==> src/rtl/spec_ghr_shiftreg_pkg.sv <==
`default_nettype none
// =============================================================================
// Module      : ghr_pkg
// Description : Shared types, defaults and helper function for the speculative
//               global-history shift register and its checkpoint FIFO.
// Contents    : GHR_HIST_LEN_DEF / GHR_CKPT_DEPTH_DEF default parameters,
//               ghr_prio_e next-state select, shift_in() history shifter.
// Revision    : 1.0 - initial release
// =============================================================================
package ghr_pkg;

    localparam int GHR_HIST_LEN_DEF   = 8;
    localparam int GHR_CKPT_DEPTH_DEF = 4;

    // Widest history shift_in() handles; callers size-cast in and out so a
    // single non-parametrised function serves every HIST_LEN up to this.
    localparam int GHR_HIST_MAX = 64;

    // Which source wins the next speculative-history value this cycle.
    typedef enum logic [1:0] {
        PRIO_NONE  = 2'd0,
        PRIO_PRED  = 2'd1,
        PRIO_MISP  = 2'd2,
        PRIO_FLUSH = 2'd3
    } ghr_prio_e;

    // Shift a new direction into the newest position (bit 0).
    function automatic logic [GHR_HIST_MAX-1:0] shift_in(
        input logic [GHR_HIST_MAX-1:0] hist,
        input logic                    new_bit
    );
        return {hist[GHR_HIST_MAX-2:0], new_bit};
    endfunction

endpackage
`default_nettype wire

==> src/rtl/spec_ghr_shiftreg_if.sv <==
`default_nettype none
// =============================================================================
// Module      : spec_ghr_shiftreg_if
// Description : Predict / resolve / flush bus and history outputs of the
//               speculative GHR. master = front end, slave = GHR block.
// Signals     : pred_valid, pred_taken, pred_ready, resolve_valid,
//               resolve_taken, resolve_mispredict, flush, spec_hist,
//               commit_hist, inflight, resolve_err, and mispredict_cnt when
//               SPEC_GHR_STATS_EN is defined.
// Revision    : 1.0 - initial release
// =============================================================================
interface spec_ghr_shiftreg_if
    import ghr_pkg::*;
#(
    parameter int HIST_LEN   = GHR_HIST_LEN_DEF,
    parameter int CKPT_DEPTH = GHR_CKPT_DEPTH_DEF
) ();

    logic                            pred_valid;
    logic                            pred_taken;
    logic                            pred_ready;
    logic                            resolve_valid;
    logic                            resolve_taken;
    logic                            resolve_mispredict;
    logic                            flush;
    logic [HIST_LEN-1:0]             spec_hist;
    logic [HIST_LEN-1:0]             commit_hist;
    logic [$clog2(CKPT_DEPTH+1)-1:0] inflight;
    logic                            resolve_err;
`ifdef SPEC_GHR_STATS_EN
    logic [15:0]                     mispredict_cnt;

    modport master (
        output pred_valid, pred_taken, resolve_valid, resolve_taken,
               resolve_mispredict, flush,
        input  pred_ready, spec_hist, commit_hist, inflight, resolve_err,
               mispredict_cnt
    );

    modport slave (
        input  pred_valid, pred_taken, resolve_valid, resolve_taken,
               resolve_mispredict, flush,
        output pred_ready, spec_hist, commit_hist, inflight, resolve_err,
               mispredict_cnt
    );
`else
    modport master (
        output pred_valid, pred_taken, resolve_valid, resolve_taken,
               resolve_mispredict, flush,
        input  pred_ready, spec_hist, commit_hist, inflight, resolve_err
    );

    modport slave (
        input  pred_valid, pred_taken, resolve_valid, resolve_taken,
               resolve_mispredict, flush,
        output pred_ready, spec_hist, commit_hist, inflight, resolve_err
    );
`endif

endinterface
`default_nettype wire

==> src/rtl/spec_ghr_shiftreg_ckpt_fifo.sv <==
`default_nettype none
// =============================================================================
// Module      : ghr_ckpt_fifo
// Description : In-order circular buffer of pre-shift history checkpoints.
//               Occupancy is a counter, pointers wrap modulo DEPTH.
// Ports       : CLK, RST (async, active-high), i_push, i_pop, i_clear,
//               i_push_data, o_head_data (oldest entry), o_count.
// Revision    : 1.0 - initial release
// =============================================================================
module ghr_ckpt_fifo
    import ghr_pkg::*;
#(
    parameter int WIDTH = GHR_HIST_LEN_DEF,
    parameter int DEPTH = GHR_CKPT_DEPTH_DEF
) (
    input  wire logic                           CLK,
    input  wire logic                           RST,
    input  wire logic                           i_push,
    input  wire logic                           i_pop,
    input  wire logic                           i_clear,
    input  wire logic [WIDTH-1:0]               i_push_data,
    output logic      [WIDTH-1:0]               o_head_data,
    output logic      [$clog2(DEPTH+1)-1:0]     o_count
);

    localparam int PTR_W = $clog2(DEPTH);
    localparam int CNT_W = $clog2(DEPTH+1);

    logic [WIDTH-1:0] r_mem [DEPTH];
    logic [PTR_W-1:0] r_wr_ptr;
    logic [PTR_W-1:0] r_rd_ptr;
    logic [CNT_W-1:0] r_count;

    // Storage needs no reset: entries are only read while counted valid.
    always_ff @(posedge CLK) begin
        if (i_push && !i_clear) begin
            r_mem[r_wr_ptr] <= i_push_data;
        end
    end

    // DEPTH is a power of two, so natural pointer overflow is the wrap.
    always_ff @(posedge CLK or posedge RST) begin
        if (RST) begin
            r_wr_ptr <= '0;
            r_rd_ptr <= '0;
            r_count  <= '0;
        end else if (i_clear) begin
            r_wr_ptr <= '0;
            r_rd_ptr <= '0;
            r_count  <= '0;
        end else begin
            if (i_push) begin
                r_wr_ptr <= r_wr_ptr + PTR_W'(1);
            end
            if (i_pop) begin
                r_rd_ptr <= r_rd_ptr + PTR_W'(1);
            end
            case ({i_push, i_pop})
                2'b10:   r_count <= r_count + CNT_W'(1);
                2'b01:   r_count <= r_count - CNT_W'(1);
                default: r_count <= r_count;
            endcase
        end
    end

    assign o_head_data = r_mem[r_rd_ptr];
    assign o_count     = r_count;

endmodule
`default_nettype wire

==> src/rtl/spec_ghr_shiftreg.sv <==
`default_nettype none
// =============================================================================
// Module      : spec_ghr_shiftreg
// Description : Speculative global-history shift register. Predicted
//               directions shift in at fetch with the pre-shift history
//               checkpointed; resolves update a committed copy; a mispredict
//               repairs from the oldest checkpoint, a flush restores from the
//               committed copy. Priority: flush > mispredict > predict.
// Ports       : CLK, RST (async, active-high), bus (spec_ghr_shiftreg_if.slave)
// Options     : SPEC_GHR_STATS_EN adds a saturating 16-bit mispredict counter.
// Revision    : 1.0 - initial release
// =============================================================================
module spec_ghr_shiftreg
    import ghr_pkg::*;
#(
    parameter int HIST_LEN   = GHR_HIST_LEN_DEF,    // 2..GHR_HIST_MAX
    parameter int CKPT_DEPTH = GHR_CKPT_DEPTH_DEF   // power of two, >= 2
) (
    input  wire logic             CLK,
    input  wire logic             RST,
    spec_ghr_shiftreg_if.slave    bus
);

    localparam int CNT_W = $clog2(CKPT_DEPTH+1);

    logic [HIST_LEN-1:0] r_spec_hist;
    logic [HIST_LEN-1:0] r_commit_hist;
    logic                r_resolve_err;

    logic [HIST_LEN-1:0] w_fifo_head;
    logic [CNT_W-1:0]    w_fifo_count;
    logic                w_pred_ready;
    logic                w_pred_acc;
    logic                w_res_ok;
    logic                w_misp;
    logic                w_fifo_push;
    logic                w_fifo_pop;
    logic                w_fifo_clear;
    ghr_prio_e           w_prio;
    logic [HIST_LEN-1:0] w_commit_next;
    logic [HIST_LEN-1:0] w_spec_next;
    logic [HIST_LEN-1:0] w_spec_shift;
    logic [HIST_LEN-1:0] w_repair_hist;

    // Ready depends on stored occupancy only, never on a same-cycle resolve.
    assign w_pred_ready = (w_fifo_count != CNT_W'(CKPT_DEPTH));
    assign w_pred_acc   = bus.pred_valid && w_pred_ready;
    assign w_res_ok     = bus.resolve_valid && (w_fifo_count != '0);
    assign w_misp       = w_res_ok && bus.resolve_mispredict;

    assign w_spec_shift  = HIST_LEN'(shift_in(GHR_HIST_MAX'(r_spec_hist), bus.pred_taken));
    assign w_repair_hist = HIST_LEN'(shift_in(GHR_HIST_MAX'(w_fifo_head), bus.resolve_taken));

    always_comb begin
        w_commit_next = r_commit_hist;
        if (w_res_ok) begin
            w_commit_next = HIST_LEN'(shift_in(GHR_HIST_MAX'(r_commit_hist), bus.resolve_taken));
        end
    end

    always_comb begin
        w_prio = PRIO_NONE;
        if (bus.flush) begin
            w_prio = PRIO_FLUSH;
        end else if (w_misp) begin
            w_prio = PRIO_MISP;
        end else if (w_pred_acc) begin
            w_prio = PRIO_PRED;
        end
    end

    // Flush restores the committed value including this cycle's resolve.
    always_comb begin
        w_spec_next = r_spec_hist;
        case (w_prio)
            PRIO_FLUSH: w_spec_next = w_commit_next;
            PRIO_MISP:  w_spec_next = w_repair_hist;
            PRIO_PRED:  w_spec_next = w_spec_shift;
            default:    w_spec_next = r_spec_hist;
        endcase
    end

    // A squashing event empties the FIFO, so pop only matters otherwise.
    assign w_fifo_clear = bus.flush || w_misp;
    assign w_fifo_push  = (w_prio == PRIO_PRED);
    assign w_fifo_pop   = w_res_ok && !w_fifo_clear;

    ghr_ckpt_fifo #(
        .WIDTH (HIST_LEN),
        .DEPTH (CKPT_DEPTH)
    ) u_ckpt_fifo (
        .CLK         (CLK),
        .RST         (RST),
        .i_push      (w_fifo_push),
        .i_pop       (w_fifo_pop),
        .i_clear     (w_fifo_clear),
        .i_push_data (r_spec_hist),
        .o_head_data (w_fifo_head),
        .o_count     (w_fifo_count)
    );

    always_ff @(posedge CLK or posedge RST) begin
        if (RST) begin
            r_spec_hist   <= '0;
            r_commit_hist <= '0;
            r_resolve_err <= 1'b0;
        end else begin
            r_spec_hist   <= w_spec_next;
            r_commit_hist <= w_commit_next;
            if (bus.resolve_valid && (w_fifo_count == '0)) begin
                r_resolve_err <= 1'b1;
            end
        end
    end

`ifdef SPEC_GHR_STATS_EN
    logic [15:0] r_mispredict_cnt;

    always_ff @(posedge CLK or posedge RST) begin
        if (RST) begin
            r_mispredict_cnt <= '0;
        end else if (w_misp && (r_mispredict_cnt != 16'hFFFF)) begin
            r_mispredict_cnt <= r_mispredict_cnt + 16'd1;
        end
    end

    assign bus.mispredict_cnt = r_mispredict_cnt;
`endif

    assign bus.pred_ready  = w_pred_ready;
    assign bus.spec_hist   = r_spec_hist;
    assign bus.commit_hist = r_commit_hist;
    assign bus.inflight    = w_fifo_count;
    assign bus.resolve_err = r_resolve_err;

endmodule
`default_nettype wire

==> src/flat_wrapper.sv <==
// flat-port wrapper written by rule: the top's interface ports become plain ports
module spec_ghr_shiftreg_flat import ghr_pkg::*;
#(
    parameter int HIST_LEN   = GHR_HIST_LEN_DEF,                      
    parameter int CKPT_DEPTH = GHR_CKPT_DEPTH_DEF                        
)
  (CLK, RST, bus_pred_valid, bus_pred_taken, bus_resolve_valid, bus_resolve_taken, bus_resolve_mispredict, bus_flush, bus_pred_ready, bus_spec_hist, bus_commit_hist, bus_inflight, bus_resolve_err);
  spec_ghr_shiftreg_if #(.HIST_LEN(HIST_LEN), .CKPT_DEPTH(CKPT_DEPTH)) bus_i ();
  input  wire logic CLK;
  input  wire logic RST;
  input wire logic [$bits(bus_i.pred_valid)-1:0] bus_pred_valid;
  input wire logic [$bits(bus_i.pred_taken)-1:0] bus_pred_taken;
  input wire logic [$bits(bus_i.resolve_valid)-1:0] bus_resolve_valid;
  input wire logic [$bits(bus_i.resolve_taken)-1:0] bus_resolve_taken;
  input wire logic [$bits(bus_i.resolve_mispredict)-1:0] bus_resolve_mispredict;
  input wire logic [$bits(bus_i.flush)-1:0] bus_flush;
  output wire logic [$bits(bus_i.pred_ready)-1:0] bus_pred_ready;
  output wire logic [$bits(bus_i.spec_hist)-1:0] bus_spec_hist;
  output wire logic [$bits(bus_i.commit_hist)-1:0] bus_commit_hist;
  output wire logic [$bits(bus_i.inflight)-1:0] bus_inflight;
  output wire logic [$bits(bus_i.resolve_err)-1:0] bus_resolve_err;
  assign bus_i.pred_valid = bus_pred_valid;
  assign bus_i.pred_taken = bus_pred_taken;
  assign bus_i.resolve_valid = bus_resolve_valid;
  assign bus_i.resolve_taken = bus_resolve_taken;
  assign bus_i.resolve_mispredict = bus_resolve_mispredict;
  assign bus_i.flush = bus_flush;
  assign bus_pred_ready = bus_i.pred_ready;
  assign bus_spec_hist = bus_i.spec_hist;
  assign bus_commit_hist = bus_i.commit_hist;
  assign bus_inflight = bus_i.inflight;
  assign bus_resolve_err = bus_i.resolve_err;
  spec_ghr_shiftreg #(.HIST_LEN(HIST_LEN), .CKPT_DEPTH(CKPT_DEPTH)) u_core (.CLK(CLK), .RST(RST), .bus(bus_i));
endmodule
==> config.mk <==
export PLATFORM = sky130hd
export DESIGN_NAME = spec_ghr_shiftreg_flat
export DESIGN_NICKNAME = d
export VERILOG_FILES = /design/src/rtl/spec_ghr_shiftreg_pkg.sv /design/src/rtl/spec_ghr_shiftreg_if.sv /design/src/rtl/spec_ghr_shiftreg_ckpt_fifo.sv /design/src/rtl/spec_ghr_shiftreg.sv /design/src/flat_wrapper.sv
export SDC_FILE = /design/constraint.sdc
export NUM_CORES = 1
export LEC_CHECK = 0
export ABC_AREA = 1
export BUFFER_PORTS_ARGS = -buffer_cell sky130_fd_sc_hd__buf_2
export CORE_ASPECT_RATIO = 1.2
export CORE_MARGIN = 2
export CORE_UTILIZATION = 50
export CTS_CLUSTER_SIZE = 30
export DETAILED_ROUTE_END_ITERATION = 8
export PLACE_DENSITY = 0.7
export SLEW_MARGIN = 15
export SYNTH_ARGS = -nofsm -noshare
export SYNTH_HDL_FRONTEND = slang
export SYNTH_SLANG_ARGS = --single-unit
==> constraint.sdc <==
create_clock -name CLK -period 3.6 [get_ports CLK]
set_clock_uncertainty 0.05 [all_clocks]
set_input_delay 0.72 -clock CLK [delete_from_list [all_inputs] [get_ports CLK]]
set_output_delay 0.72 -clock CLK [all_outputs]
set_load 0.05 [all_outputs]
==> results of run 1 <==
-- cells by family after synthesis --
kind of cell / after synthesis
xor+xnor: 1
simple gates: 121
buf+inv: 32
compound gates: 34
flops: 52
fa+ha+maj: 9
-- cells in the final DEF, fill, tap and decap left out, types with 2 or more instances in the layout --
| cell | count |
|---|---|
| nand2_1 | 77 |
| buf_2 | 28 |
| edfxtp_1 | 28 |
| nand3_1 | 27 |
| dfrtp_1 | 24 |
| inv_1 | 19 |
| o21ai_2 | 15 |
| a21oi_1 | 8 |
| ha_1 | 8 |
| nand2_2 | 7 |
| clkbuf_8 | 5 |
| inv_2 | 3 |
| nor2_1 | 3 |
| nor2_2 | 2 |
| nand2_4 | 2 |
| o21ai_1 | 2 |
| a21oi_2 | 2 |
| o21ai_0 | 2 |
| buf_4 | 2 |
-- metrics by stage --
step	cell area [um^2]	instances	worst slack, ns	util, %
finish	2790	337	0.892	56.8
global route	2790	337	0.647	56.8
CTS	2790	337	0.882	56.8
detailed placement	2680	329	0.602	54.7
global placement	2680	329	0.705	54.7
floorplan	2520	249	0.929	-
-- critical path, cell delays in order, from the launching register on --
cell and delay, ns:
dfrtp_1 0.47, nor2_4 0.19, a21oi_4 0.07, nand2_1 0.10, a21oi_1 0.11, inv_1 0.11, ha_1 0.47, nor2_1 0.15
fa_1 0.40, xnor2_1 0.21, inv_1 0.07, nand2_1 0.07, nand2_1 0.05, nand2_1 0.06, nand2_1 0.04
-- power by group --
group | leakage [nW] | total (mW) | switching (mW) | internal, mW
logic | 0.654 | 0.666 | 0.499 | 0.167
clock network | 0.0540 | 0.382 | 0.199 | 0.182
registers | 0.567 | 0.874 | 0.103 | 0.771
total | 1.28 | 1.92 | 0.801 | 1.12
-- sequential cells by signal, indices dropped and copies added, names as in the netlist --
signal and flops:
u_core.bus.commit_hist 8, u_core.bus.spec_hist 8, u_core.u_ckpt_fifo.r_wr_ptr 2, u_core.u_ckpt_fifo.r_rd_ptr 2, u_core.u_ckpt_fifo.r_mem 28, u_core.bus.resolve_err 1, u_core.u_ckpt_fifo.o_count 3
-- worst max path at each step --
stage / start / end / depth (start not counted)
floorplan: u_core.u_ckpt_fifo.o_count[2] / u_core.u_ckpt_fifo.o_count[2] / 15
global placement: bus_resolve_valid / u_core.u_ckpt_fifo.o_count[2] / 15
detailed placement: bus_resolve_valid / u_core.u_ckpt_fifo.o_count[2] / 15
CTS: u_core.u_ckpt_fifo.o_count[0] / u_core.u_ckpt_fifo.o_count[2] / 14
global route: u_core.u_ckpt_fifo.o_count[0] / u_core.u_ckpt_fifo.o_count[2] / 14
finish: u_core.u_ckpt_fifo.o_count[0] / u_core.u_ckpt_fifo.o_count[2] / 14
-- layout make-up --
cell class	count	area share [%]
inverters	22	2.96
well taps	60	2.69
repair buffers	30	5.57
flip-flops and latches	52	51.7
clock inverters	1	0.314
clock buffers	7	3.50
multi-input cells	165	33.3
-- metal layers --
layer / GRT usage (%) / wire, um
met1: 27.1 / 2190
met2: 29.3 / 2220
met3: 4.11 / 183
met4: 6.67 / 68
met5: 0 / 0
==> reports/qor.csv, run 1 <==
metric;value;unit
final.setup.tns;0;ns
synthAdderAreaFrac;4.76;%
cp_max_fo;12;
period_share;75.2;%
syn2layout_area_growth;10.5;%
postCtsSetupRepairBufs;0;
die_y;81.8;um
synth.top_cells.by_area;edfxtp_1 33%, dfrtp_1 24%, nand2_1 11%;
die_w;68.9;um
via_count;1717;
overflow;0;
critPathLaunchType;flop;
seqCellArea;1440;um^2
synth_top_cell_by_area;edfxtp_1;
arrival;2.86;ns
synth.most_common_cell;nand2_1;
grt_max_degree;25;
clk_latency;0.31;ns
synth_simple_gate_area_share;21.6;%
synth_top_area_share;33.3;%
leakagePower;1.28;nW
total_power;1.92;mW
grt_pass1_vias;1628;
yosysWarnings;0;
grt_pass1_wl;7870;um
r2r_start;u_core.u_ckpt_fifo.o_count[0];
dpl.hpwl;3470;um
synth_compound_area_share;10.1;%
gp_congestion;0.816;
num-fill-cells;452;
antenna_cells;0;
reg2reg_to;u_core.u_ckpt_fifo.o_count[2];
ys_seq_area_share;57.1;%
finalCriticalPeriod;2.71;ns
vdd_drop_max;466;uV
reg2regPathDepth;14;
grt.total_usage;19.2;%
coreArea;4900;um^2
worst_slew_pin_slew;0.927;ns
cts-resized-gates;0;
h-tree-depth;2;
path_class;reg2reg;
outcome;completed;
synth-seq-cells;52;
max_slew_margin;38.2;%
drc;0;
syn_nets;266;
synthXorXnorAreaFrac;0.347;%
netlist_instances;249;
clock.fmax;369;MHz
rsz0062_at_grt;false;
cts.sink_count;52;
num_rows;28;
drive_above_1_share;25.6;%
setup_viol;0;
first_pass_iters;4;
pin_count;29;
drv_slew;0;
synth-edff-count;28;
cts-root-buf;clkbuf_8;
hold_path_end;u_core.bus.resolve_err;
endpoint_kind;flop;
muxShareOfSynthArea;0;%
min_path_type;reg2reg;
nets;293;
syn_area;2520;um^2
synth_ff_type;edfxtp_1;
final_antenna_net_count;0;
wl;4660;um
cap_violations;0;
finalHoldViolations;0;
drt_iter0_drc;124;
clk_pin_slew_worst_paths;0.09;ns
synth.distinct_cells;31;
multi_input_area;927;um^2
io_buffers;28;
hold_depth;1;
worstHoldStart;u_core.bus.resolve_err;
async_flop_share;46.2;%
reg2reg_slack;0.89;ns
avgViaCountPerCell;5.09;
dieArea;5630;um^2
worstPathRequired;3.76;ns
yosys-top-cells-count;77 x nand2_1, 28 x edfxtp_1, 27 x nand3_1, 24 x dfrtp_1, 19 x inv_1;
cts_tree;done;
synth_top_family_by_area;simple AND/OR/NAND/NOR gates;
numCtsBuffers;5;
start_util;51.5;%
wire_per_inst;13.8;um
grt_antenna_before_repair;0;
cts_buffer_depth;2;
powerDensity;689;nW/um^2
syn_avg_cell_area;10.1;um^2
holdBufCountCts;0;
fin_hold_ws;0.434;ns
No activity file was read; power rests on OpenSTA's default activity.
==> inputs of run 2 (changes only) <==
- ABC_AREA: 1 -> 0
- clock period: 3.6 -> 2.7 ns (I/O delays scaled with it)
==> reports/qor.csv, run 2 <==
metric;value;unit
outcome;completed;
drv_slew;0;
dieArea;5480;um^2
switching_share;44.2;%
numCtsBuffers;5;
largest_reg_flops;28;
h-tree-depth;2;
num-fill-cells;380;
final.setup.tns;0;ns
nets;223;
holdBufCountCts;0;
ys_seq_area_share;58.8;%
num_rows;27;
endpoint_kind;flop;
cts-resized-gates;0;
syn_avg_cell_area;14.0;um^2
dpl.hpwl;3600;um
grt_pass1_vias;1527;
antenna_cells;0;
syn_area;2450;um^2
synth.most_common_cell;edfxtp_1;
cts_buffer_depth;2;
netlist_instances;175;
max_slew_margin;52.3;%
powerDensity;1130;nW/um^2
async_flop_share;46.2;%
syn_nets;192;
cts-root-buf;clkbuf_8;
worst_slack;0.231;ns
drive_above_1_share;31.9;%
cap_violations;0;
leakagePower;1.13;nW
die_w;67.9;um
via_count;1537;
setup_viol;0;
wire_per_inst;19.1;um
period_share;91.4;%
synth.distinct_cells;44;
finalCriticalPeriod;2.47;ns
synth.top_cells.by_area;edfxtp_1 34%, dfrtp_1 25%, mux4_2 6.4%;
cp_max_fo;11;
cts_tree;done;
seqCellArea;1450;um^2
grt_max_degree;16;
grt.total_usage;20.5;%
seqPwrFrac;42.9;%
multi_input_area;918;um^2
regMostFlops;u_core.u_ckpt_fifo.r_mem;
avgViaCountPerCell;5.80;
synth_top_area_share;34.3;%
clk_latency;0.30;ns
path_class;reg2reg;
finalHoldViolations;0;
final_cell_mix;28 x buf_2, 28 x edfxtp_1, 25 x nand2_1;
synth_ff_type;edfxtp_1;
rsz0062_at_grt;false;
critPathLaunchType;flop;
vdd_drop_max;483;uV
pin_count;29;
first_pass_iters;5;
synth-edff-count;28;
clkPwrFrac;13.7;%
overflow;0;
final_antenna_net_count;0;
final_util;58.7;%
p_sw;1.37;mW
syn2layout_area_growth;11.6;%
gp_congestion;0.825;
yosys-top-cells-count;28 x edfxtp_1, 26 x nand2_1, 24 x dfrtp_1, 8 x ha_1;
clock.fmax;405;MHz
drt_iter0_drc;96;
synth_top_cell_by_area;edfxtp_1;
worst_slew_pin_slew;0.707;ns
cts.sink_count;52;
arrival;2.66;ns
coreArea;4660;um^2
pwr-share-comb;43.3;%
p_int;1.72;mW
worstPathRequired;2.89;ns
drc;0;
synth-seq-cells;52;
min_path_type;in2async;
die_y;80.7;um
postCtsSetupRepairBufs;0;
place_ws;0.247;ns
grt_antenna_before_repair;0;
clk_pin_slew_worst_paths;0.09;ns
io_buffers;28;
start_util;52.6;%
wl;5060;um
grt_pass1_wl;8000;um
yosysWarnings;0;
[run 2: metrics by stage]
step	hold WS [ns]	cells	power, mW	cell area [um^2]
after global routing	0.222	265	3.25	2740
after detailed placement	0.399	257	2.69	2650
final	0.195	265	3.09	2740
after floorplan	0.453	175	2.41	2490
after CTS	0.215	265	3.11	2740
after global placement	0.402	257	2.64	2650
[run 2: final cells by class]
type                    instances  share of cell area (%)
clock buffers                   6                    2.65
well taps                      58                    2.65
flip-flops and latches         52                    52.8
repair buffers                 34                    6.77
multi-input cells             105                    33.6
clock inverters                 2                   0.412
inverters                       8                    1.10
[run 2: path summary, 6_finish.rpt]
path | start | to | slack (ns) | cells past startpoint
setup / recovery | u_core.u_ckpt_fifo.o_count[1] | u_core.u_ckpt_fifo.o_count[2] | 0.23 | 8
hold / removal | RST | u_core.u_ckpt_fifo.r_rd_ptr[0] | 0.19 | 2
setup reg to reg | u_core.u_ckpt_fifo.o_count[1] | u_core.u_ckpt_fifo.o_count[2] | 0.23 | 8
hold reg to reg | u_core.bus.resolve_err | u_core.bus.resolve_err | 0.41 | 1
max in group asynchronous | RST | u_core.bus.commit_hist[2] | 1.83 | 3
min in group CLK | u_core.bus.resolve_err | u_core.bus.resolve_err | 0.41 | 1
[run 2: logic make-up after synthesis]
logic type / share of synthesized area, %
simple gates: 10.4
flops: 58.8
compound gates: 11.7
buf+inv: 4.75
mux: 7.81
fa+ha+maj: 4.90
xor+xnor: 1.58
[run 2: power by group through the flow]
stage	Sequential, mW	Clock, mW	Combinational (mW)
global route	1.36	0.455	1.44
CTS	1.33	0.430	1.35
floorplan	1.70	0	0.709
global placement	1.32	0	1.31
finish	1.33	0.425	1.34
detailed placement	1.35	0	1.34
[run 2: metal layers]
metal  wire length [um]  global-route usage [%]  up-vias
met2               2730                    36.2       39
met3                178                    3.78        8
li1                   -                       -      708
met5                  0                       0        -
met4                 66                    5.40        0
met1               2080                    25.7      782
[run 2: worst max-delay path, stage by stage (launching register included)]
cell     delay [ns]
dfrtp_2        0.50
o31a_4         0.44
a21oi_4        0.25
ha_4           0.18
nor3_2         0.04
fa_2           0.36
or2_2          0.30
mux2i_1        0.13
o211a_1        0.15
